--- config.mk ---
export PLATFORM = sky130hd
export DESIGN_NAME = systolic_feeder
export DESIGN_NICKNAME = d
export VERILOG_FILES = /design/src/rtl/systolic_pkg.sv /design/src/rtl/skew_lane.sv /design/src/rtl/systolic_feeder.sv
export SDC_FILE = /design/constraint.sdc
export NUM_CORES = 1
export LEC_CHECK = 0
export CAP_MARGIN = 20
export CORE_MARGIN = 5
export CORE_UTILIZATION = 25
export DETAILED_ROUTE_END_ITERATION = 10
export PLACE_DENSITY = 0.46
export SYNTH_ARGS = -nofsm -noshare
export SYNTH_HDL_FRONTEND = slang
export SYNTH_HIERARCHICAL = 1
export SYNTH_SLANG_ARGS = --single-unit
export TNS_END_PERCENT = 100
--- constraint.sdc ---
create_clock -name i_clk -period 3.7 [get_ports i_clk]
set_input_delay 0.74 -clock i_clk [delete_from_list [all_inputs] [get_ports i_clk]]
set_output_delay 0.74 -clock i_clk [all_outputs]
set_load 0.02 [all_outputs]
--- src/rtl/systolic_pkg.sv ---
// rtl/systolic_pkg.sv - shared state encoding and step-count helper for the systolic feeder
package systolic_pkg;

    typedef enum logic [1:0] {
        ST_IDLE,
        ST_CLEAR,
        ST_RUN,
        ST_DONE
    } state_t;

    localparam int DEFAULT_N = 3;

    // Enabled streaming cycles for an N x N array: skew fill plus drain.
    function automatic int step_count(input int n);
        return 3 * n - 2;
    endfunction

    localparam int STEP_COUNT = step_count(DEFAULT_N);

endpackage

--- src/rtl/skew_lane.sv ---
// rtl/skew_lane.sv - picks operand (t - lane) from one row/column, or zero outside the skew window
module skew_lane
    import systolic_pkg::*;
#(
    parameter int W  = 32,
    parameter int N  = 3,
    parameter int TW = $clog2(step_count(N) + 1)
) (
    input  logic [N*W-1:0] ops,
    input  logic [TW-1:0]  lane,
    input  logic [TW-1:0]  t,
    output logic [W-1:0]   operand
);

    logic [TW-1:0] d;

    always_comb begin
        d       = t - lane;
        operand = '0;
        if (t >= lane) begin
            for (int k = 0; k < N; k++) begin
                if (d == TW'(k)) begin
                    operand = ops[k*W +: W];
                end
            end
        end
    end

endmodule

--- src/rtl/systolic_feeder.sv ---
// rtl/systolic_feeder.sv - captures an A/B matrix pair and streams skewed operands into an N x N array
module systolic_feeder
    import systolic_pkg::*;
#(
    parameter int W = 32,
    parameter int N = 3
) (
    input  logic             i_clk,
    input  logic             i_rst_n,
    input  logic             i_valid,
    output logic             o_ready,
    input  logic [W*N*N-1:0] i_A_mat,
    input  logic [W*N*N-1:0] i_B_mat,
    input  logic             i_hold,
    output logic [W*N-1:0]   o_A,
    output logic [W*N-1:0]   o_B,
    output logic             o_en,
    output logic             o_clr,
    output logic             o_done
);

    localparam int            STEPS  = step_count(N);
    localparam int            TW     = $clog2(STEPS + 1);
    localparam logic [TW-1:0] T_LAST = TW'(STEPS - 1);

    state_t           state_q, state_d;
    logic [TW-1:0]    t_q, t_d, t_issue;
    logic             capture, issue, en_d, clr_d, done_d;
    logic [W*N*N-1:0] a_q, b_q;
    logic [W*N-1:0]   lanes_a, lanes_b;

    // Outputs are registered, so the step loaded on an edge is the one shown next cycle.
    assign t_issue = (state_q == ST_RUN) ? t_q + TW'(1) : '0;
    assign o_ready = (state_q == ST_IDLE);

    for (genvar i = 0; i < N; i++) begin : g_lane
        logic [N*W-1:0] col;
        for (genvar k = 0; k < N; k++) begin : g_col
            assign col[k*W +: W] = b_q[(k*N+i)*W +: W];
        end

        skew_lane #(.W(W), .N(N), .TW(TW)) u_a (
            .ops     (a_q[i*N*W +: N*W]),
            .lane    (TW'(i)),
            .t       (t_issue),
            .operand (lanes_a[i*W +: W])
        );

        skew_lane #(.W(W), .N(N), .TW(TW)) u_b (
            .ops     (col),
            .lane    (TW'(i)),
            .t       (t_issue),
            .operand (lanes_b[i*W +: W])
        );
    end

    always_comb begin
        state_d = state_q;
        t_d     = t_q;
        capture = 1'b0;
        issue   = 1'b0;
        en_d    = 1'b0;
        clr_d   = 1'b0;
        done_d  = 1'b0;
        case (state_q)
            ST_IDLE: begin
                if (i_valid) begin
                    capture = 1'b1;
                    clr_d   = 1'b1;
                    state_d = ST_CLEAR;
                end
            end
            ST_CLEAR: begin
                issue   = 1'b1;
                en_d    = 1'b1;
                t_d     = '0;
                state_d = ST_RUN;
            end
            ST_RUN: begin
                if (!i_hold) begin
                    if (t_q == T_LAST) begin
                        done_d  = 1'b1;
                        state_d = ST_DONE;
                    end else begin
                        issue = 1'b1;
                        en_d  = 1'b1;
                        t_d   = t_q + TW'(1);
                    end
                end
            end
            ST_DONE: begin
                t_d     = '0;
                state_d = ST_IDLE;
            end
            default: state_d = ST_IDLE;
        endcase
    end

    always_ff @(posedge i_clk or negedge i_rst_n) begin
        if (!i_rst_n) begin
            state_q <= ST_IDLE;
            t_q     <= '0;
            a_q     <= '0;
            b_q     <= '0;
            o_A     <= '0;
            o_B     <= '0;
            o_en    <= 1'b0;
            o_clr   <= 1'b0;
            o_done  <= 1'b0;
        end else begin
            state_q <= state_d;
            t_q     <= t_d;
            o_en    <= en_d;
            o_clr   <= clr_d;
            o_done  <= done_d;
            if (capture) begin
                a_q <= i_A_mat;
                b_q <= i_B_mat;
            end
            if (issue) begin
                o_A <= lanes_a;
                o_B <= lanes_b;
            end
        end
    end

endmodule

==> reports/metrics.cfg, run 1 <==
[place]
dp_hpwl_mm = 97.59
io_buffers = 775
dp.cells = 5641
gp_congestion = 0.7628

[global_routing]
track_usage_pct = 17.69
antenna_found_initial = 48
grt_remaining_overflow = 0
first_global_vias = 28999
grt_max_degree = 128
grt_pass1_wl_mm = 207.3

[synthesis]
synth_edf_count = 0
syn-cell-area_sq_um = 37190
ys.flop_type = dfrtp_1
ys_ff_latch = 776
ys_seq_area_share_pct = 52.21
ys.warnings.count = 6
synth_async_sr_flop_share_pct = 100.0
syn_area_per_cell_sq_um = 12.14
yosysTopAreaCellShare_pct = 52.21
synth.distinct_cells = 45
synthTopCellsByArea = dfrtp_1 52%, mux2_1 16%, o22ai_2 6.1%
syn_inst = 3063
yosysTopAreaCell = dfrtp_1

[critical_path]
start_kind = flop
arrival_ps = 3940
worstPathMaxFanout = 32
r2r_end = o_B[4]$_DFFE_PN0P_
r2r_cells = 12
cpMostUsedCell = inv_1
rr_startpoint = state_q[0]$_DFFE_PN0P_
worst_setup_path_end_kind = flop
critical-path-top-delay-family = simple AND/OR/NAND/NOR gates
worstPathRequired_ps = 4290
worstPathCellList = inv_1, ha_1, nor2b_2, buf_4, inv_1, fa_2, nand2_2, buf_12, nor2_1, nor4_2, nand2_1, o22ai_2
critical_path.startpoint = state_q[0]$_DFFE_PN0P_
reg2reg_slack_ps = 350
max_stage_delay_ps = 620
crit_slowest_cell = fa_2
crit_buf_inv = 4
worst-setup-path-type = reg2reg

[sta]
fin_skew_ps = 32.95
slew_headroom_pct = 21.31
tightestPinTransition_ps = 1180
max_freq_ghz = 0.2986
rsz0062_at_grt = false
maxSlewViolCount = 0
hold_viol = 0
tns_ps = 0
period_minus_slack_ps = 3349
post-route-period-util_pct = 90.52
setup_violations = 0

[clock_tree]
postCtsSetupBuffers = 0
cts_sinks = 776
cts_made_buffers = 94
cts_tree = done
h-tree-depth = 3
cts_hold_buf = 0
root_buffer = clkbuf_16
path_clk_slew_ps = 60
clockBufferDepth = 3
clk_latency_ps = 700

[floorplanning]
dieArea_sq_um = 156600
die_w_um = 395.7
rows = 141
core_sq_um = 147800
io_pins = 776
die_y_um = 395.7
initial_utilization_pct = 25.16

[detailed_routing]
remaining_drc_errors = 0
routed_wl_mm = 142.3
via_count = 27278
vias_per_cell = 4.670
drt_iter0_markers = 1252
wire_per_inst_um = 24.36
detail_route.first_pass.iterations = 5
ant_nets = 0

[finish]
fin_cells = 5841
layout_common_cells = 776 x dfrtp_1, 774 x clkdlybuf4s50_1, 537 x mux2_1
nNetsFinal = 4418
area_growth_pct = 35.49
drive_gt1_share_pct = 17.48
layout_commonest_cell = dfrtp_1
final_util_pct = 34.09

[power]
pwr-share-seq_pct = 34.8
power_density_nw_per_um2 = 861.4
p_leak_nw = 19.76
switching_power_w = 0.01771
clkPwrFrac_pct = 22.0
peakVddDrop_v = 0.001051
p_int_w = 0.02570
combPwrFrac_pct = 43.1
switching_share_pct = 40.80

[worst_hold_path]
hp-class = in2async

[flow_run]
cap_violations = 0

[status]
status = completed

Yosys cell counts (all sizes together) (11+ instances only):
master and instances:
nand3b 11, dfrtp 776, nor2 322, o22ai 224
buf 160, nor3 33, mux2 577, a21oi 164
nor4 192, nand2 397, ha 25, clkbuf 96
inv 33
how the worst max path moves through the flow:
stage / end / cells after the start
3_3_place_gp: o_B[0]$_DFFE_PN0P_ / 12
2_1_floorplan: o_A[14]$_DFFE_PN0P_ / 13
3_5_place_dp: o_B[0]$_DFFE_PN0P_ / 12
6_report: o_B[4]$_DFFE_PN0P_ / 12
4_1_cts: o_B[0]$_DFFE_PN0P_ / 12
5_1_grt: o_B[4]$_DFFE_PN0P_ / 12
registers in the layout (all words and copies together), names as in the netlist:
signal,cells
a_q,288
b_q,288
o_A,96
o_B,96
o_clr,1
o_done,1
o_en,1
state_q,2
t_q,3
power groups by stage:
stage                     Clock, W  Combinational [W]  Sequential (W)
after global placement           0             0.0190          0.0153
after floorplan                  0             0.0112          0.0153
after detailed placement         0             0.0191          0.0153
final                      0.00956             0.0187          0.0151
after global routing        0.0103             0.0203          0.0156
after CTS                  0.00989             0.0192          0.0152
final cells by class:
class,instances,area (sq um)
inverter,33,123.9
sequential,776,19420
antenna,26,65.06
multi-input combinational,2020,16100
clock buffer,147,2863
timing repair buffer,882,9066
fill,14873,97450
tap,1930,2415
clock inverter,27,340.3
worst register-to-register path, delay by kind of cell (launching register included):
family	cells	cell delay, ps
buf+inv	4	680
compound gates	1	170
flops	1	410
simple gates	5	1130
fa+ha+maj	2	870
layer usage:
layer / wire [um] / up-vias / track usage (%)
met1: 62080 / 14000 / 23.00
met4: 4098 / 30 / 5.188
met2: 67330 / 729 / 28.94
met3: 8577 / 209 / 4.699
li1: - / 12310 / -
met5: 215 / - / 0
stage by stage:
stage               setup slack (ps)  total power (W)  area, sq um  hold WS, ps
global placement               52.05          0.03428        47120        467.9
detailed placement             29.77          0.03440        47120        474.9
floorplan                      463.2          0.02650        37280        444.4
CTS                            8.237          0.04428        50320        74.35
global route                   72.06          0.04612        50350        92.52
finish                         350.9          0.04341        50390        103.4
kinds of logic (layout without fill, tap and decap cells):
logic type,count (synthesis),in the layout,share of synthesized area [%]
AND/OR/NAND/NOR,973,973,14.61
flip-flops,776,776,52.21
multiplexers,579,579,17.52
AO/OA/AOI/OAI,406,406,9.406
buffers and inverters,289,1089,4.888
adder cells (fa/ha/maj),31,31,1.164
XOR/XNOR,7,7,0.1850
other,2,50,0.02019
what timing repair did:
action	CTS	global route
gates resized for setup	0	1
endpoints found under the hold margin	0	0
endpoints found under the setup margin	0	1
(Power assumes the default switching activity.)
==> run 2, diff against run 1 <==
--- a/config.mk
+++ b/config.mk
@@ -9,6 +9,7 @@
 export CORE_MARGIN = 5
 export CORE_UTILIZATION = 25
 export DETAILED_ROUTE_END_ITERATION = 10
+export MAX_ROUTING_LAYER = met4
 export PLACE_DENSITY = 0.46
 export SYNTH_ARGS = -nofsm -noshare
 export SYNTH_HDL_FRONTEND = slang
==> reports/metrics.cfg, run 2 (synthesized netlist as in run 1, its figures left out) <==
[clock_tree]
root_buffer = clkbuf_16  ; unchanged
clk_latency_ps = 710  ; was 700 ps
cts_hold_buf = 0  ; unchanged
postCtsSetupBuffers = 0  ; unchanged
h-tree-depth = 3  ; unchanged
path_clk_slew_ps = 60  ; about the same
cts_sinks = 776  ; unchanged
cts_tree = done  ; unchanged
clockBufferDepth = 3  ; unchanged
cts_made_buffers = 94  ; unchanged

[power]
combPwrFrac_pct = 43.2  ; was 43.1%
switching_share_pct = 40.87  ; was 40.80%
p_total_w = 0.04346  ; was 0.04341 W
power_density_nw_per_um2 = 861.9  ; was 861.4 nW/um^2
p_leak_nw = 19.76  ; about the same
switching_power_w = 0.01776  ; was 0.01771 W
p_int_w = 0.02570  ; about the same
clkPwrFrac_pct = 22.0  ; about the same
pwr-share-seq_pct = 34.8  ; about the same
peakVddDrop_v = 0.001058  ; was 0.001051 V

[finish]
layout_common_cells = 776 x dfrtp_1, 774 x clkdlybuf4s50_1, 537 x mux2_1  ; unchanged
multi_input_area_sq_um = 16100  ; unchanged
fin_cells = 5854  ; was 5,841
layout_commonest_cell = dfrtp_1  ; unchanged
nNetsFinal = 4418  ; unchanged
reg_top3 = a_q x288, b_q x288  ; unchanged
seqCellArea_sq_um = 19420  ; unchanged
area_growth_pct = 35.57  ; was 35.49%
num-fill-cells = 14874  ; was 14,873
drive_gt1_share_pct = 17.48  ; unchanged

[detailed_routing]
remaining_drc_errors = 0  ; unchanged
ant_nets = 0  ; unchanged
vias_per_cell = 4.650  ; was 4.670
wire_per_inst_um = 24.34  ; was 24.36 um
drt_iter0_markers = 1226  ; was 1,252
via_count = 27223  ; was 27,278
routed_wl_mm = 142.5  ; was 142.3 mm
detail_route.first_pass.iterations = 4  ; was 5

[sta]
tightestPinTransition_ps = 1137  ; was 1180 ps
setup_violations = 0  ; unchanged
rsz0062_at_grt = false  ; unchanged
max_freq_ghz = 0.2969  ; was 0.2986 GHz
hold_viol = 0  ; unchanged
period_minus_slack_ps = 3368  ; was 3349 ps
maxSlewViolCount = 0  ; unchanged
tns_ps = 0  ; unchanged
slew_headroom_pct = 24.20  ; was 21.31%
post-route-period-util_pct = 91.02  ; was 90.52%
fin_skew_ps = 32.80  ; was 32.95 ps

[global_routing]
grt_max_degree = 128  ; unchanged
grt_remaining_overflow = 0  ; unchanged
antenna_found_initial = 48  ; unchanged
first_global_vias = 28977  ; was 28,999
track_usage_pct = 18.20  ; was 17.69%
grt_pass1_wl_mm = 207.3  ; about the same

[critical_path]
crit_buf_inv = 4  ; unchanged
worst_setup_path_end_kind = flop  ; unchanged
worst-setup-path-type = reg2reg  ; unchanged
cpMostUsedCell = inv_1  ; unchanged
worstPathRequired_ps = 4300  ; was 4290 ps
critical_path.startpoint = state_q[0]$_DFFE_PN0P_  ; unchanged
crit_slowest_cell = fa_2  ; unchanged
arrival_ps = 3970  ; was 3940 ps
start_kind = flop  ; unchanged
worstPathCellList = inv_1, ha_1, nor2b_2, buf_4, inv_1, fa_2, nand2_2, buf_12, nor2_1, nor4_2, nand2_1, o22ai_2  ; unchanged
critical-path-top-delay-family = simple AND/OR/NAND/NOR gates  ; unchanged
worstPathMaxFanout = 32  ; unchanged
rr_startpoint = state_q[0]$_DFFE_PN0P_  ; unchanged
max_stage_delay_ps = 620  ; about the same

[status]
status = completed  ; unchanged

[place]
dp_hpwl_mm = 97.59  ; unchanged
gp_congestion = 0.7728  ; was 0.7628
io_buffers = 775  ; unchanged
dp.cells = 5641  ; unchanged

[floorplanning]
die_w_um = 395.7  ; unchanged
initial_utilization_pct = 25.16  ; unchanged
rows = 141  ; unchanged
io_pins = 776  ; unchanged
die_y_um = 395.7  ; unchanged
dieArea_sq_um = 156600  ; unchanged
core_sq_um = 147800  ; unchanged

[worst_hold_path]
hp-class = in2async  ; unchanged

[flow_run]
cap_violations = 0  ; unchanged

## run 2: cell types whose count changed in the layout (fill, tap and decap cells not counted), sizes merged
cell	before	now
diode	26	39
## run 2: per-layer routing
layer	vias up	wire [um]	global-route usage, %
met4	0	3828	5.188
met5	-	0	-
met2	697	67660	28.89
met1	14026	62720	23.11
li1	12323	-	-
met3	177	8262	4.584
## run 2: layout make-up
| class | count | area share, % |
|---|---|---|
| multi-input combinational | 2020 | 31.93 |
| inverter | 33 | 0.2456 |
| timing repair buffer | 882 | 17.98 |
| antenna | 39 | 0.1935 |
| clock buffer | 147 | 5.677 |
| sequential | 776 | 38.51 |
| clock inverter | 27 | 0.6749 |
| tap | 1930 | 4.789 |
## run 2: timing repair
item	4_1_cts	5_1_grt
gates resized for setup	0	1
endpoints found under the setup margin	0	1
endpoints found under the hold margin	0	0
## run 2: per-stage QoR
step	utilization, %	cell area [sq um]	hold slack [ps]	worst slack, ps
after detailed placement	31.87	47120	474.9	29.77
final	34.11	50430	97.46	332.1
after CTS	34.04	50320	74.35	8.237
after floorplan	-	37280	444.4	463.2
after global placement	31.87	47120	467.9	52.05
after global routing	34.10	50410	93.76	73.18
## run 2: worst reg2reg max path: cells and delay by family, from the launching register on
| kind | cells | cell delay, ps |
|---|---|---|
| fa+ha+maj | 2 | 880 |
| compound gates | 1 | 170 |
| buf+inv | 4 | 680 |
| flops | 1 | 410 |
| simple gates | 5 | 1130 |
## run 2: path summary, 6_finish.rpt
kind	end	slack, ps	cells past startpoint
min in group i_clk	b_q[130]$_DFFE_PN0P_	480	1
max in group asynchronous	o_B[9]$_DFFE_PN0P_	2580	2
hold / removal	b_q[89]$_DFFE_PN0P_	100	1
setup reg to reg	o_B[4]$_DFFE_PN0P_	330	12
setup / recovery	o_B[4]$_DFFE_PN0P_	330	12
hold reg to reg	b_q[130]$_DFFE_PN0P_	480	1
## run 2: power by group through the flow
stage          Combinational [W]  Sequential, W  Clock (W)
2_1_floorplan             0.0112         0.0153          0
3_3_place_gp              0.0190         0.0153          0
3_5_place_dp              0.0191         0.0153          0
4_1_cts                   0.0192         0.0152    0.00989
5_1_grt                   0.0203         0.0156     0.0102
6_report                  0.0188         0.0151    0.00958
==> run 3, diff against run 2 <==
--- a/config.mk
+++ b/config.mk
@@ -11,6 +11,7 @@
 export DETAILED_ROUTE_END_ITERATION = 10
 export MAX_ROUTING_LAYER = met4
 export PLACE_DENSITY = 0.46
+export RECOVER_POWER = 100
 export SYNTH_ARGS = -nofsm -noshare
 export SYNTH_HDL_FRONTEND = slang
 export SYNTH_HIERARCHICAL = 1
==> reports/metrics.cfg, run 3 (synthesized netlist as in run 1, its figures left out) <==
[status]
status = finished, violations left  ; was completed
violations = max-capacitance violations, max-slew violations

[sta]
period_minus_slack_ps = 3405  ; was 3368 ps
post-route-period-util_pct = 92.04  ; was 91.02%
hold_viol = 0  ; unchanged
setup_violations = 0  ; unchanged
worst_slack_ps = 294.6  ; was 332.1 ps
fin_skew_ps = 30.44  ; was 32.80 ps
whs_ps = 483.0  ; was 97.46 ps
rsz0062_at_grt = false  ; unchanged
tightestPinTransition_ps = 2455  ; was 1137 ps
slew_headroom_pct = -63.67  ; was 24.20%
maxSlewViolCount = 69  ; was 0
tns_ps = 0  ; unchanged
max_freq_ghz = 0.2937  ; was 0.2969 GHz

[place]
pre_cts_ws_ps = 29.77  ; unchanged
dp_hpwl_mm = 97.59  ; unchanged
io_buffers = 775  ; unchanged
gp_congestion = 0.7728  ; unchanged
placed_area_sq_um = 47120  ; unchanged

[critical_path]
worst-setup-path-type = reg2reg  ; unchanged
worstPathCellList = inv_1, ha_1, nor2b_1, buf_4, inv_1, fa_2, nand3b_1, buf_2, nor2_1, nor4_2, nand2_1, o22ai_2  ; was inv_1, ha_1, nor2b_2, buf_4, inv_1, fa_2, nand2_2, buf_12, nor2_1, nor4_2, nand2_1, o22ai_2
crit_slowest_cell = buf_2  ; was fa_2
cpMostUsedCell = inv_1  ; unchanged
worstPathMaxFanout = 31  ; was 32
worstPathRequired_ps = 4310  ; was 4300 ps
arrival_ps = 4020  ; was 3970 ps
start_kind = flop  ; unchanged
max_stage_delay_ps = 660  ; was 620 ps
worst_setup_path_end_kind = flop  ; unchanged

[floorplanning]
dieArea_sq_um = 156600  ; unchanged
core_sq_um = 147800  ; unchanged
io_pins = 776  ; unchanged
initial_utilization_pct = 25.16  ; unchanged
rows = 141  ; unchanged
die_w_um = 395.7  ; unchanged
die_y_um = 395.7  ; unchanged

[clock_tree]
cts_sinks = 776  ; unchanged
clk_latency_ps = 710  ; about the same
clockBufferDepth = 3  ; unchanged
cts_tree = done  ; unchanged
path_clk_slew_ps = 60  ; about the same
cts_made_buffers = 94  ; unchanged
h-tree-depth = 3  ; unchanged
root_buffer = clkbuf_16  ; unchanged
cts_hold_buf = 0  ; unchanged

[finish]
layout_common_cells = 776 x dfrtp_1, 578 x clkdlybuf4s50_1, 537 x mux2_1  ; was 776 x dfrtp_1, 774 x clkdlybuf4s50_1, 537 x mux2_1
area_growth_pct = 32.85  ; was 35.57%
stdcell_area_sq_um = 49410  ; was 50,430 sq um
nNetsFinal = 4418  ; unchanged
drive_gt1_share_pct = 13.95  ; was 17.48%
layout_commonest_cell = dfrtp_1  ; unchanged
reg_top3 = a_q x288, b_q x288  ; unchanged

[global_routing]
grt_pass1_wl_mm = 207.3  ; unchanged
track_usage_pct = 18.20  ; unchanged
grt_remaining_overflow = 0  ; unchanged
first_global_vias = 28977  ; unchanged
antenna_found_initial = 49  ; was 48
grt_max_degree = 128  ; unchanged

[power]
p_leak_nw = 20.22  ; was 19.76 nW
power_density_nw_per_um2 = 859.7  ; was 861.9 nW/um^2
peakVddDrop_v = 0.001042  ; was 0.001058 V

[detailed_routing]
drt_iter0_markers = 1257  ; was 1,226
via_count = 27236  ; was 27,223
remaining_drc_errors = 0  ; unchanged
ant_nets = 0  ; unchanged
vias_per_cell = 4.653  ; was 4.650
wire_per_inst_um = 24.40  ; was 24.34 um
routed_wl_mm = 142.8  ; was 142.5 mm
detail_route.first_pass.iterations = 5  ; was 4

[flow_run]
cap_violations = 1  ; was 0

[worst_hold_path]
hp-class = reg2reg  ; was in2async

[run 3: area by class of cell]
cell class / count / area (sq um)
timing repair buffer: 882 / 8793
antenna: 39 / 97.59
sequential: 776 / 19420
inverter: 33 / 123.9
multi-input combinational: 2020 / 15360
tap: 1930 / 2415
fill: 15080 / 98430
clock inverter: 27 / 340.3
clock buffer: 147 / 2863
[run 3: path summary, 6_finish.rpt]
kind / cells past startpoint / endpoint / from / slack, ps
min in group asynchronous: 1 / b_q[76]$_DFFE_PN0P_ / i_rst_n / 780
setup / recovery: 12 / o_B[93]$_DFFE_PN0P_ / state_q[0]$_DFFE_PN0P_ / 290
max in group asynchronous: 2 / b_q[18]$_DFFE_PN0P_ / i_rst_n / 590
hold reg to reg: 1 / a_q[15]$_DFFE_PN0P_ / a_q[15]$_DFFE_PN0P_ / 480
hold / removal: 1 / a_q[15]$_DFFE_PN0P_ / a_q[15]$_DFFE_PN0P_ / 480
setup reg to reg: 12 / o_B[93]$_DFFE_PN0P_ / state_q[0]$_DFFE_PN0P_ / 290
[run 3: report_power, final]
group	internal, W	leakage, nW	total [W]	switching (W)
Sequential	0.0126	9.56	0.0151	0.00244
Clock	0.00556	1.56	0.00956	0.00400
Combinational	0.00694	9.10	0.0178	0.0109
Total	0.0251	20.2	0.0425	0.0174
[run 3: critical path, delay by kind of cell (launching register included)]
family / cells / cell delay, ps
buf+inv: 4 / 1090
fa+ha+maj: 2 / 810
simple gates: 5 / 790
compound gates: 1 / 180
flops: 1 / 410
[run 3: metal layers]
layer	vias to the layer above	track usage, %	share of wire [%]	routed length [um]
met1	13971	23.11	44	62540
met3	183	4.584	6.0	8540
li1	12337	-	-	-
met4	0	5.188	2.7	3899
met2	745	28.89	48	67870
met5	-	-	0	0
[run 3: through the flow]
stage | std cells | utilization [%] | total power, W
2_1_floorplan | 3085 | - | 0.02650
3_3_place_gp | 5641 | 31.87 | 0.03428
3_5_place_dp | 5641 | 31.87 | 0.03440
4_1_cts | 5815 | 34.04 | 0.04428
5_1_grt | 5848 | 33.41 | 0.04519
6_report | 5854 | 33.42 | 0.04248
[run 3: repair_timing]
action                     in CTS  in global routing
setup buffers                   0                  0
resized for setup               0                  1
setup endpoints to repair       0                  1
